`src/rtl/j1_io_responder_pkg.sv`:
```
// j1_io_responder_pkg: register map, STATUS layout and helpers shared by the I/O responder
package j1_io_responder_pkg;
  localparam logic [15:0] ADDR_GPIO   = 16'h1000;
  localparam logic [15:0] ADDR_TXDATA = 16'h2000;
  localparam logic [15:0] ADDR_STATUS = 16'h2001;
  localparam logic [15:0] ADDR_RXDATA = 16'h2002;
  localparam logic [15:0] ADDR_TICKS  = 16'h4000;
  localparam int ST_TX_FULL   = 0;
  localparam int ST_TX_EMPTY  = 1;
  localparam int ST_RX_VALID  = 2;
  localparam int ST_OVERRUN   = 3;
  localparam int ST_COUNT_LSB = 4;
  localparam int ST_COUNT_W   = 5;
  localparam int TICKS_W      = 16;
  typedef enum logic [2:0] {
    SEL_NONE,
    SEL_GPIO,
    SEL_TXDATA,
    SEL_STATUS,
    SEL_RXDATA,
    SEL_TICKS
  } sel_e;
  // Full 16-bit decode; anything not listed is unmapped.
  function automatic sel_e decode(input logic [15:0] a);
    return a == ADDR_GPIO   ? SEL_GPIO   :
           a == ADDR_TXDATA ? SEL_TXDATA :
           a == ADDR_STATUS ? SEL_STATUS :
           a == ADDR_RXDATA ? SEL_RXDATA :
           a == ADDR_TICKS  ? SEL_TICKS  : SEL_NONE;
  endfunction
  function automatic logic [15:0] pack_status(
    input logic                  full,
    input logic                  empty,
    input logic                  rx_valid,
    input logic                  overrun,
    input logic [ST_COUNT_W-1:0] count
  );
    logic [15:0] s;
    s = '0;
    s[ST_TX_FULL] = full;
    s[ST_TX_EMPTY] = empty;
    s[ST_RX_VALID] = rx_valid;
    s[ST_OVERRUN] = overrun;
    s[ST_COUNT_LSB +: ST_COUNT_W] = count;
    return s;
  endfunction
endpackage

```
`src/rtl/io_fifo.sv`:
```
// io_fifo: byte FIFO for the TX path; a push while full is accepted only if a pop frees a slot that cycle
module io_fifo
  import j1_io_responder_pkg::*;
#(
  parameter int DEPTH = 8
) (
  input  logic                  clk,
  input  logic                  rst,
  input  logic                  i_push,
  input  logic                  i_pop,
  input  logic [7:0]            i_data,
  output logic [7:0]            o_data,
  output logic                  o_full,
  output logic                  o_empty,
  output logic [ST_COUNT_W-1:0] o_count
);
  localparam int AW = $clog2(DEPTH);
  logic [7:0] r_mem [DEPTH];
  logic [AW-1:0] r_wr_ptr, r_rd_ptr;
  logic [ST_COUNT_W-1:0] r_count;
  logic w_push, w_pop;
  assign o_full  = r_count == ST_COUNT_W'(DEPTH);
  assign o_empty = r_count == '0;
  assign o_count = r_count;
  assign o_data  = r_mem[r_rd_ptr];
  assign w_pop   = i_pop & ~o_empty;
  assign w_push  = i_push & (~o_full | w_pop);
  // Storage is not reset; only the pointers and count define validity.
  always_ff @(posedge clk)
    if (w_push) r_mem[r_wr_ptr] <= i_data;
  // Pointers wrap naturally because DEPTH is a power of two.
  always_ff @(posedge clk) begin
    if (rst) begin
      r_wr_ptr <= '0;
      r_rd_ptr <= '0;
      r_count  <= '0;
    end else begin
      if (w_push) r_wr_ptr <= r_wr_ptr + 1'b1;
      if (w_pop) r_rd_ptr <= r_rd_ptr + 1'b1;
      r_count <= (w_push & ~w_pop) ? r_count + 1'b1 :
                 (w_pop & ~w_push) ? r_count - 1'b1 : r_count;
    end
  end
endmodule

```
`src/rtl/j1_io_responder.sv`:
```
// j1_io_responder: J1 CPU I/O slave with GPIO, TX FIFO, RX holding register and a tick counter
module j1_io_responder
  import j1_io_responder_pkg::*;
#(
  parameter int TX_DEPTH = 8
) (
  input  logic        clk,
  input  logic        reset,
  input  logic        io_wr,
  input  logic [15:0] io_addr,
  input  logic [15:0] io_dout,
  output logic [15:0] io_din,
  output logic [15:0] gpio,
  output logic [7:0]  tx_data,
  output logic        tx_valid,
  input  logic        tx_ready,
  input  logic [7:0]  rx_data,
  input  logic        rx_strobe
);
  sel_e w_sel;
  logic w_tx_push, w_tx_pop, w_tx_full, w_tx_empty;
  logic [ST_COUNT_W-1:0] w_tx_count;
  logic w_rx_pop, w_ovr_clr, w_ovr_set;
  logic [15:0] w_rd_data;
  logic [TICKS_W-1:0] r_ticks;
  logic [7:0] r_rx_byte;
  logic r_rx_valid, r_overrun;
  assign w_sel     = decode(io_addr);
  assign w_tx_push = io_wr & (w_sel == SEL_TXDATA);
  assign w_rx_pop  = io_wr & (w_sel == SEL_RXDATA);
  assign w_ovr_clr = io_wr & (w_sel == SEL_STATUS);
  assign w_tx_pop  = tx_valid & tx_ready;
  assign tx_valid  = ~w_tx_empty;
  // A set event wins over a simultaneous clear, so overrun is never lost.
  assign w_ovr_set = (w_tx_push & w_tx_full & ~w_tx_pop) |
                     (rx_strobe & r_rx_valid & ~w_rx_pop);
  io_fifo #(.DEPTH(TX_DEPTH)) u_tx_fifo (
    .clk    (clk),
    .rst    (reset),
    .i_push (w_tx_push),
    .i_pop  (w_tx_pop),
    .i_data (io_dout[7:0]),
    .o_data (tx_data),
    .o_full (w_tx_full),
    .o_empty(w_tx_empty),
    .o_count(w_tx_count)
  );
  // Read mux over the current register values; registered below for 1-cycle latency.
  always_comb begin
    w_rd_data = '0;
    w_rd_data = w_sel == SEL_GPIO   ? gpio :
                w_sel == SEL_STATUS ? pack_status(w_tx_full, w_tx_empty, r_rx_valid, r_overrun, w_tx_count) :
                w_sel == SEL_RXDATA ? {8'h00, r_rx_byte} :
                w_sel == SEL_TICKS  ? r_ticks : 16'h0000;
  end
  // Read data register, GPIO register and free-running tick counter.
  always_ff @(posedge clk) begin
    if (reset) begin
      io_din  <= '0;
      gpio    <= '0;
      r_ticks <= '0;
    end else begin
      io_din  <= w_rd_data;
      if (io_wr && w_sel == SEL_GPIO) gpio <= io_dout;
      r_ticks <= (io_wr && w_sel == SEL_TICKS) ? '0 : r_ticks + 1'b1;
    end
  end
  // RX holding register: an RXDATA write frees the slot for a byte arriving the same cycle.
  always_ff @(posedge clk) begin
    if (reset) begin
      r_rx_valid <= 1'b0;
      r_overrun  <= 1'b0;
    end else begin
      if (rx_strobe && (!r_rx_valid || w_rx_pop)) begin
        r_rx_byte  <= rx_data;
        r_rx_valid <= 1'b1;
      end else if (w_rx_pop) begin
        r_rx_valid <= 1'b0;
      end
      r_overrun <= w_ovr_set | (r_overrun & ~w_ovr_clr);
    end
  end
endmodule

```
`config.mk`:
```
export PLATFORM = sky130hd
export DESIGN_NAME = j1_io_responder
export DESIGN_NICKNAME = d
export VERILOG_FILES = /design/src/rtl/j1_io_responder_pkg.sv /design/src/rtl/io_fifo.sv /design/src/rtl/j1_io_responder.sv
export SDC_FILE = /design/constraint.sdc
export NUM_CORES = 1
export LEC_CHECK = 0
export ABC_CLOCK_PERIOD_IN_PS = 2800
export CAP_MARGIN = 20
export CORE_UTILIZATION = 48
export DETAILED_ROUTE_END_ITERATION = 10
export GPL_ROUTABILITY_DRIVEN = 0
export PLACE_DENSITY_LB_ADDON = 0.3
export SYNTH_ARGS = -nofsm -noshare
export SYNTH_HDL_FRONTEND = slang
export SYNTH_SLANG_ARGS = --single-unit
```
`constraint.sdc`:
```
create_clock -name clk -period 2.8 [get_ports clk]
set_input_delay 0.42 -clock clk [delete_from_list [all_inputs] [get_ports clk]]
set_output_delay 0.42 -clock clk [all_outputs]
set_load 0.03 [all_outputs]
```
==> results <==
==> layout by cell type, fill, tap and decap left out, types with 3 or more instances in the layout <==
master            n
ha_1              5
nand3_1           7
mux2i_1           3
dlymetal6s2s_1    6
xor2_1            7
inv_1             8
and4_1            3
a21oi_1          27
a211oi_1          3
nor4_4            3
inv_6             4
clkdlybuf4s50_1  69
nor3_1           12
nand2_1          47
clkinvlp_4        3
nand4_1           4
edfxtp_1         72
buf_4            46
clkinv_2          3
dlygate4sd2_1     7
a22o_1            3
a221oi_1          5
a22oi_1          10
and3_1            5
mux4_2           16
xnor2_1           9
mux2_2            9
nor2b_1           5
clkbuf_16        17
dfxtp_1          64
o21ai_0          10
or3_1             5
nor2_1           54
nand2b_1          3
==> worst paths after layout <==
| check | cells past startpoint | startpoint | end | slack, ps |
|---|---|---|---|---|
| min reg2reg | 2 | gpio[0]$_SDFFE_PP0P_ | gpio[0]$_SDFFE_PP0P_ | 480 |
| max reg2reg | 11 | u_tx_fifo.o_count[4]$_SDFFE_PP0P_ | u_tx_fifo.o_count[4]$_SDFFE_PP0P_ | 90 |
| max | 12 | io_addr[10] | u_tx_fifo.o_count[4]$_SDFFE_PP0P_ | 80 |
| min | 2 | gpio[0]$_SDFFE_PP0P_ | gpio[0]$_SDFFE_PP0P_ | 480 |
==> cells by family after synthesis <==
| logic type | Yosys count |
|---|---|
| AOI/OAI and AO/OA | 69 |
| and+or+nand+nor | 163 |
| buffers and inverters | 33 |
| xor gates and xnor gates | 16 |
| DFF | 136 |
| adders and majority gates | 8 |
| muxes | 28 |
==> per-layer routing <==
metal | up-vias | global-route usage (%) | wire length (um)
met1 | 1977 | 29.0 | 5520
met4 | 0 | 10.6 | 291
met3 | 24 | 5.10 | 588
li1 | 1924 | - | -
met2 | 148 | 40.4 | 6720
met5 | - | 0 | 0
==> sequential cells by signal, summed over array words and instances (netlist names), named ones only <==
name                cells
u_tx_fifo.r_mem        64
r_overrun               1
u_tx_fifo.r_wr_ptr      3
io_din                 16
r_rx_valid              1
u_tx_fifo.o_count       5
u_tx_fifo.r_rd_ptr      3
r_ticks                16
r_rx_byte               8
gpio                   16
==> worst reg2reg max path: cells and delay by family (launching register included) <==
family,cells,cell delay (ps)
AOI/OAI and AO/OA,2,310
DFF,1,310
and+or+nand+nor,3,910
muxes,2,570
buffers and inverters,2,130
adders and majority gates,2,370
==> final cells by class <==
class                      instances  area [um^2]
clock buffer                      18          429
clock inverter                    14         97.6
fill                             798         3660
inverter                          10         37.5
multi-input combinational        284         2040
sequential                       136         3440
tap                              140          175
timing repair buffer             129         1190
==> power groups by stage <==
stage	logic, mW	registers [mW]	clock network [mW]
final	0.978	2.19	1.98
after CTS	0.974	2.19	2.01
after detailed placement	0.979	2.23	0
after global placement	0.956	2.23	0
after global routing	1.06	2.20	2.09
after floorplan	0.590	2.23	0
==> through the flow <==
| stage | setup WS (ps) | hold slack, ps |
|---|---|---|
| floorplan | 39.5 | 426 |
| detailed placement | -490 | 467 |
| global placement | -345 | 441 |
| CTS | 1.75 | 480 |
| finish | 82.5 | 477 |
| global route | -22.3 | 504 |
==> repair_timing <==
item,CTS,global route
setup endpoints to repair,6,2
pin swaps,1,5
setup buffers,0,1
gates resized for setup,8,8
==> impl_metrics.py <==
metrics = {
    "run_status": {
        "run_status": "completed",
    },
    "die": {
        "core_area_um2": 11100,
        "initial_core_util_pct": 50.2,
        "row_count": 38,
        "dieArea_um2": 12000,
        "io_pins": 86,
        "die_y_um": 110,
        "fp.dieW_um": 110,
    },
    "cts": {
        "clk_pin_slew_worst_paths_ps": 60,
        "cts_made_buffers": 17,
        "cts_max_path_buffers": 2,
        "cts_sinks": 136,
        "cts.hold.buffers_added": 0,
        "htreeDepth": 4,
        "cts_tree": "yes",
        "root_buffer": "clkbuf_16",
        "insertion_delay_ps": 410,
    },
    "timing": {
        "setup-violations-final": 0,
        "hold_violations": 0,
        "fin_skew_ps": 9.37,
        "period_share_pct": 97.1,
        "maxClockFrequency_mhz": 368,
        "min_period_ps": 2720,
        "slew_viol_final": 0,
        "tightest_slew_ps": 601,
        "fin_setup_tns_ps": 0,
        "maxSlewHeadroom_pct": 59.8,
    },
    "synthesis": {
        "syn_inst": 453,
        "yosys_warnings": 0,
        "seq_area_frac_synth_pct": 61.9,
        "synth_compound_area_share_pct": 8.00,
        "synthAdderAreaFrac_pct": 1.93,
        "ys_types": 52,
        "synth-async-reset-ratio_pct": 0,
        "synth-simple-area-share_pct": 14.2,
        "synth_edf_count": 72,
        "syn_area_um2": 5570,
        "synth_most_common_cell": "edfxtp_1",
        "synth-seq-cells": 136,
        "synthesis.nets": 506,
        "ys.flop_type": "edfxtp_1",
        "synth_top_area_share_pct": 38.8,
        "synthXorXnorAreaFrac_pct": 2.52,
        "ys_top_cells_by_area": "edfxtp_1 39%, dfxtp_1 23%, mux4_2 6.5%, nor2_1 3.6%, nand2_1 3.2%",
        "yosys-top-cells-count": "72 x edfxtp_1, 64 x dfxtp_1, 54 x nor2_1",
        "synth_top_cell_by_area": "edfxtp_1",
        "avgSynthCellArea_um2": 12.3,
        "synth_top_family_by_area": "simple AND/OR/NAND/NOR gates",
        "muxShareOfSynthArea_pct": 8.84,
    },
    "setup_path": {
        "cp-start-kind": "primary input",
        "crit_required_ps": 3100,
        "cp_num_buf_inv": 3,
        "cp_slowest_stage_delay_ps": 440,
        "crit_path_cell_trace": "clkdlybuf4s50_1, nor4_4, nand4_1, or3_4, inv_2, ha_4, inv_2, ha_4, a21o_1, a21oi_2, mux2i_1, mux2_2",
        "crit_slowest_cell": "clkdlybuf4s50_1",
        "cp_max_fo": 4,
        "worst_setup_path_end_kind": "flip-flop",
        "crit_family": "simple AND/OR/NAND/NOR gates",
        "crit_type": "in -> reg",
        "crit_arrival_ps": 3010,
    },
    "route": {
        "drt-pass1-iter-count": 6,
        "via_count": 4073,
        "drc": 0,
        "viasPerCell": 5.57,
        "drt_iter0_markers": 317,
        "wl_per_cell_um": 17.9,
        "drtAntennaViolNets": 0,
        "wirelength_um": 13100,
    },
    "placed_design": {
        "portBuffers": 85,
        "hpwl_um": 9140,
        "dp_cells": 698,
        "postPlaceCellArea_um2": 6860,
    },
    "power_and_ir_drop": {
        "p_comb_share_pct": 19.0,
        "internal-power_mw": 3.78,
        "power_switching_mw": 1.37,
        "powerDensity_nw_per_um2": 695,
        "p_seq_share_pct": 42.5,
        "power_mw": 5.15,
        "clockPowerShare_pct": 38.5,
        "p_leak_nw": 2.64,
        "switching_share_pct": 26.6,
        "vdd_drop_max_v": 0.000393,
    },
    "job": {
        "cap_violations": 0,
    },
    "finish": {
        "syn_to_final_growth_pct": 33.2,
        "stdcell_count": 731,
        "fin_nets": 631,
        "final_area_um2": 7410,
        "n_antenna_cell": 0,
        "layout-drive-gt1-share_pct": 20.0,
        "final_core_util_pct": 66.9,
    },
    "global_route": {
        "grt_pass1_wl_um": 20900,
        "track_usage_pct": 23.7,
        "grt_pass1_vias": 4174,
        "grt_max_degree": 25,
        "antenna_found_initial": 0,
        "overflow": 0,
    },
    "worst_hold_path": {
        "hold_path_class": "reg -> reg",
    },
}
Note: power is estimated with default switching activity, not from simulation.
